[config.mk]
export PLATFORM = sky130hd
export DESIGN_NAME = song_sequencer
export DESIGN_NICKNAME = d
export VERILOG_FILES = /design/src/rtl/song_sequencer.sv
export SDC_FILE = /design/constraint.sdc
export NUM_CORES = 1
export LEC_CHECK = 0
export ABC_AREA = 1
export BUFFER_PORTS_ARGS = -buffer_cell sky130_fd_sc_hd__buf_2
export CAP_MARGIN = 10
export CORE_AREA = 10 10 222 224
export CTS_CLUSTER_SIZE = 10
export DETAILED_ROUTE_END_ITERATION = 10
export DIE_AREA = 0 0 232 234
export PLACE_DENSITY = 0.43
export SETUP_SLACK_MARGIN = 0.15
export SLEW_MARGIN = 20
export SYNTH_ARGS = -nofsm -noshare
export SYNTH_HDL_FRONTEND = slang
export SYNTH_SLANG_ARGS = --single-unit
[constraint.sdc]
create_clock -name clk -period 9.5 [get_ports clk]
set_clock_uncertainty 0.15 [all_clocks]
set_input_delay 1.425 -clock clk [delete_from_list [all_inputs] [get_ports clk]]
set_output_delay 1.425 -clock clk [all_outputs]
set_load 0.005 [all_outputs]
[src/rtl/song_sequencer.sv]
// song_sequencer: walks the 56 packed note slots of the selected song, holding each one for duration*BEAT_TICKS cycles.
// Optional feature macro: SEQ_LOOP_EN (replay the song from slot 0 instead of returning to IDLE).
module song_sequencer #(
    parameter int unsigned BEAT_TICKS = 12_500_000
) (
    input  logic         clk,
    input  logic         rst_n,
    input  logic [1:0]   song_sel,
    input  logic         start,
    input  logic         pause,
    input  logic         stop,
    input  logic [223:0] song_packed,
    input  logic [223:0] time_continue,
    input  logic [111:0] octave_packed,
    output logic [1:0]   song_num,
    output logic [3:0]   note,
    output logic [1:0]   octave,
    output logic         note_valid,
    output logic [5:0]   index,
    output logic         busy,
    output logic         done,
    output logic [1:0]   dbg_state
);

    localparam int TW = (BEAT_TICKS > 1) ? $clog2(BEAT_TICKS) : 1;
    localparam logic [TW-1:0] TICK_RELOAD = TW'(BEAT_TICKS - 1);
    localparam logic [TW-1:0] TICK_ONE    = TW'(1);

    typedef enum logic [1:0] {
        S_IDLE  = 2'd0,
        S_LOAD  = 2'd1,
        S_PLAY  = 2'd2,
        S_PAUSE = 2'd3
    } state_t;

    state_t          r_state;
    logic [1:0]      r_song_num;
    logic [3:0]      r_note;
    logic [1:0]      r_octave;
    logic            r_note_valid;
    logic [5:0]      r_index;
    logic            r_done;
    logic [TW-1:0]   r_tick_cnt;
    logic [3:0]      r_dur_cnt;

    // Slot 0 sits in the MSBs, so address the library from the top down.
    logic [5:0] w_slot_rev;
    logic [7:0] w_nbase;
    logic [6:0] w_obase;
    logic [3:0] w_code;
    logic [3:0] w_dur;
    logic [1:0] w_oct;
    logic       w_skip;
    logic       w_last;
    logic       w_is_tone;
    logic       w_note_tone;
    logic       w_slot_end;
    logic       w_end;

    assign w_slot_rev  = 6'd55 - r_index;
    assign w_nbase     = {w_slot_rev, 2'b00};
    assign w_obase     = {w_slot_rev, 1'b0};
    assign w_code      = song_packed[w_nbase +: 4];
    assign w_dur       = time_continue[w_nbase +: 4];
    assign w_oct       = octave_packed[w_obase +: 2];
    assign w_skip      = (w_code == 4'hF) || (w_dur == 4'd0);
    assign w_last      = (r_index == 6'd55);
    assign w_is_tone   = (w_code >= 4'd1) && (w_code <= 4'd7);
    assign w_note_tone = (r_note >= 4'd1) && (r_note <= 4'd7);
    assign w_slot_end  = (r_tick_cnt == '0) && (r_dur_cnt == 4'd0);
    // The song ends either on a skipped final slot or when the final played slot expires.
    assign w_end       = ((r_state == S_LOAD) && w_skip && w_last) ||
                         ((r_state == S_PLAY) && w_slot_end && w_last);

    always_ff @(posedge clk or negedge rst_n) begin
        if (!rst_n) begin
            r_state      <= S_IDLE;
            r_song_num   <= 2'b00;
            r_note       <= 4'd0;
            r_octave     <= 2'd0;
            r_note_valid <= 1'b0;
            r_index      <= 6'd0;
            r_done       <= 1'b0;
            r_tick_cnt   <= '0;
            r_dur_cnt    <= 4'd0;
        end else begin
            r_done <= 1'b0;
            if (stop) begin
                r_state      <= S_IDLE;
                r_note       <= 4'd0;
                r_octave     <= 2'd0;
                r_note_valid <= 1'b0;
                r_index      <= 6'd0;
                r_tick_cnt   <= '0;
                r_dur_cnt    <= 4'd0;
            end else if (w_end) begin
                r_done       <= 1'b1;
                r_note_valid <= 1'b0;
`ifdef SEQ_LOOP_EN
                r_index      <= 6'd0;
                r_state      <= S_LOAD;
`else
                r_state      <= S_IDLE;
`endif
            end else begin
                case (r_state)
                    S_IDLE: begin
                        if (start && (song_sel != 2'b11)) begin
                            r_song_num <= song_sel;
                            r_index    <= 6'd0;
                            r_state    <= S_LOAD;
                        end
                    end
                    S_LOAD: begin
                        if (w_skip) begin
                            r_index <= r_index + 6'd1;
                        end else begin
                            r_note       <= w_code;
                            r_octave     <= w_oct;
                            r_note_valid <= w_is_tone;
                            r_tick_cnt   <= TICK_RELOAD;
                            r_dur_cnt    <= w_dur - 4'd1;
                            r_state      <= S_PLAY;
                        end
                    end
                    S_PLAY: begin
                        if (pause) begin
                            r_state      <= S_PAUSE;
                            r_note_valid <= 1'b0;
                        end else if (w_slot_end) begin
                            r_index <= r_index + 6'd1;
                            r_state <= S_LOAD;
                        end else if (r_tick_cnt == '0) begin
                            r_tick_cnt <= TICK_RELOAD;
                            r_dur_cnt  <= r_dur_cnt - 4'd1;
                        end else begin
                            r_tick_cnt <= r_tick_cnt - TICK_ONE;
                        end
                    end
                    S_PAUSE: begin
                        // Counters stay frozen; the tone comes back exactly where it stopped.
                        if (!pause) begin
                            r_state      <= S_PLAY;
                            r_note_valid <= w_note_tone;
                        end
                    end
                    default: r_state <= S_IDLE;
                endcase
            end
        end
    end

    assign song_num   = r_song_num;
    assign note       = r_note;
    assign octave     = r_octave;
    assign note_valid = r_note_valid;
    assign index      = r_index;
    assign done       = r_done;
    assign busy       = (r_state != S_IDLE);
    assign dbg_state  = r_state;

endmodule

==> run summary <==
largest net degree at the start of global routing: 128
Setup CP Type: register to register
PwrDens: 183 mW/mm^2
CTS Sinks: 46
Final period util: 50.1%
worst hold path type: register to register
R2R Path End: r_tick_cnt[5]
die area: 0.0543 mm^2
CORE AREA: 0.0449 mm^2
Skew-Pair Late Insertion Delay: 0.29 ns
TritonCTS Buffers: 5
status: completed
Design Area, Final: 0.0125 mm^2
critical path peak fanout: 127
WL per Instance: 21.5 um
vias per cell: 4.72
Max Cap Viol: 0
area of the multi-input gates: 0.00675 mm^2
CP Launch Point: index[0]
VDD IR max: 0.140 mV
synthesized area: 0.00926 mm^2
Final ANT Viol Nets: 0
dpl hpwl: 50,900 um
Hold Crit Start: song_num[0]
crit start category: register
DR DRC count: 0
crit-path cells: inv_8 > buf_4 > nand2_1 > nand2_1 > nand2_1 > nand3_1 > nand3_1 > nand2_1 > nand2_1 > nand2_1 > nand2_1 > nor2_1 > nand2_2 > nand2_4 > nand3_2 > nand3_4 > inv_4 > o21ai_4 > nand2_1 > nor2_1
FMAX: 0.210 GHz
# placed instances: 2,885
initial antenna violation count: 23
clk buf depth: 2
Post-CTS Setup Bufs: 0
Worst-path clk slew: 0.07 ns
Synth Register Bits: 46
Syn Nets: 2,390
GRT Residual Overflow: 0
H-tree levels: 2
first-pass GRT wire length: 89,700 um
Final Setup Violations: 0
Area after DPL: 0.0123 mm^2
Die X: 232 um
Placer Congestion: 0.872
DP Worst Slack: 4.69 ns
Final #Nets: 2,871
Worst Hold End: song_num[0]
Gate Count Post-Synth: 1,811
worst-margin pin slew: 1.06 ns
row cnt: 78
WHS: 0.330 ns
post-route setup TNS: 0 ns
CTS tree: built
crit path DAT: 4.84 ns
DR pass1 iterations: 5
die height: 234 um
Reg2Reg Setup Slack: 4.74 ns
CP max-delay cell: buf_4
R2R cell count: 20
Worst Path Buf+Inv: 3
Fin. Hold Viols: 0
delay of the slowest critical-path stage: 0.82 ns
post-route insts no fill: 2,910
max-slew violation count: 0
synthesis-to-layout area growth: 34.6%
Final WS setup: 4.74 ns
Fillers: 5,382
RSZ-0062 raised after global routing: no
# IOs: 586
Seq/Total Area, Yosys: 12.4%
critical path required time: 9.58 ns
Total GRT Usage: 21.8%
Hold Buf Count CTS: 0
cell mode on critical path: nand2_1
WL final: 62,500 um
Initial DRC Count: 1,093
vias in the first global route: 13,800
Worst R2R Start: index[0]
commonest non-fill, non-tap cell in the layout: nand2_1
Worst setup EP type: register
DR vias: 13,700
Starting Density: 20.6%
Synth cell types: 49
min cycle time layout: 4.76 ns
Hold Crit Depth: 2
CTS resizes: 0
Max-slew headroom: 29.4%
PortBufs: 585
Static Leak: 6.97 nW
root buffer cell: clkbuf_16
Syn Area/Cell: 5.11 um^2
Ys Warns: 0
share of layout cells above drive strength 1: 28.1%
Reg area: 0.00116 mm^2
Worst path top cell family by delay: simple AND/OR/NAND/NOR gates
most frequent cells in the layout: 642 x nand2_1, 585 x buf_2, 269 x nor2_1
cell families (layout without fill, tap and decap cells):
logic type | Yosys count | after routing | synth area share, %
flops | 46 | 46 | 12.4
xor+xnor | 13 | 13 | 1.31
fa+ha+maj | 12 | 12 | 1.62
compound gates | 273 | 273 | 16.5
buf+inv | 276 | 757 | 14.7
other cells | 0 | 18 | 0
simple gates | 1191 | 1191 | 53.5
metrics by stage:
| stage | power, mW | util (%) |
|---|---|---|
| 6_report | 2.28 | 27.7 |
| 5_1_grt | 2.54 | 27.7 |
| 4_1_cts | 2.31 | 27.6 |
| 3_5_place_dp | 2.13 | 27.3 |
| 3_3_place_gp | 2.13 | 27.3 |
| 2_1_floorplan | 1.62 | - |
cell type report:
cell class | instances | area share (%)
multi-input combinational | 1489 | 54.2
timing repair buffer | 599 | 24.3
sequential | 46 | 9.34
tap | 600 | 6.03
inverter | 151 | 4.66
clock buffer | 5 | 1.00
antenna | 18 | 0.362
clock inverter | 2 | 0.0804
state kept, by name, summed over array words and instances, names as in the netlist:
register	flops
index	6
note_valid	1
octave	2
done	1
dbg_state	2
r_tick_cnt	24
r_dur_cnt	4
note	4
song_num	2
worst max path at each step:
stage / endpoint / slack, ns / cells after the start
6_report: r_tick_cnt[5] / 4.74 / 20
5_1_grt: r_dur_cnt[1] / 4.23 / 19
4_1_cts: r_dur_cnt[1] / 4.67 / 19
3_5_place_dp: r_dur_cnt[1] / 4.69 / 19
3_3_place_gp: r_dur_cnt[0] / 4.74 / 19
2_1_floorplan: r_tick_cnt[9] / 6.40 / 16
tightest hold or removal path, cell delays in order, from the launching register on:
cell     delay, ns
dfrtp_1       0.35
nand2_1       0.05
nand2_1       0.05
synthesized netlist by cell type (all sizes together):
cell type | instances | share of area (%)
nand2 | 648 | 27
o211ai | 14 | 1.1
a221oi | 6 | 0.57
o2111ai | 2 | 0.19
o21ai | 167 | 9.2
and3 | 2 | 0.14
nand3 | 221 | 12
dfrtp | 46 | 12
a32oi | 1 | 0.095
buf | 96 | 7.3
nor3 | 8 | 0.54
a21oi | 51 | 2.8
a21o | 1 | 0.081
xnor2 | 6 | 0.57
a32o | 1 | 0.11
inv | 149 | 6.2
a31oi | 2 | 0.14
clkbuf | 29 | 1.2
ha | 12 | 1.6
or2 | 13 | 0.88
o21bai | 2 | 0.16
nand4 | 22 | 1.5
o221ai | 8 | 0.76
nor4 | 5 | 0.34
o22ai | 9 | 0.61
o31ai | 3 | 0.24
a21boi | 5 | 0.41
a31o | 1 | 0.095
xor2 | 7 | 0.74
nor2 | 272 | 11
clkinv | 2 | 0.081
power breakdown:
group          switching, mW  leakage (nW)  total [mW]  internal, mW
clock                 0.0775        0.0695       0.173        0.0953
sequential             0.132         0.591       0.394         0.262
combinational           1.15          6.31        1.71         0.556
total                   1.36          6.97        2.28         0.913
layer usage:
metal | wire (um) | global-route usage [%] | part of all wire (%)
met1 | 24900 | 25.1 | 40
met2 | 31700 | 39.6 | 51
met5 | 51 | 0 | 0.082
met3 | 4620 | 4.77 | 7.4
met4 | 1340 | 6.43 | 2.1
No activity file was read; power rests on OpenSTA's default activity.
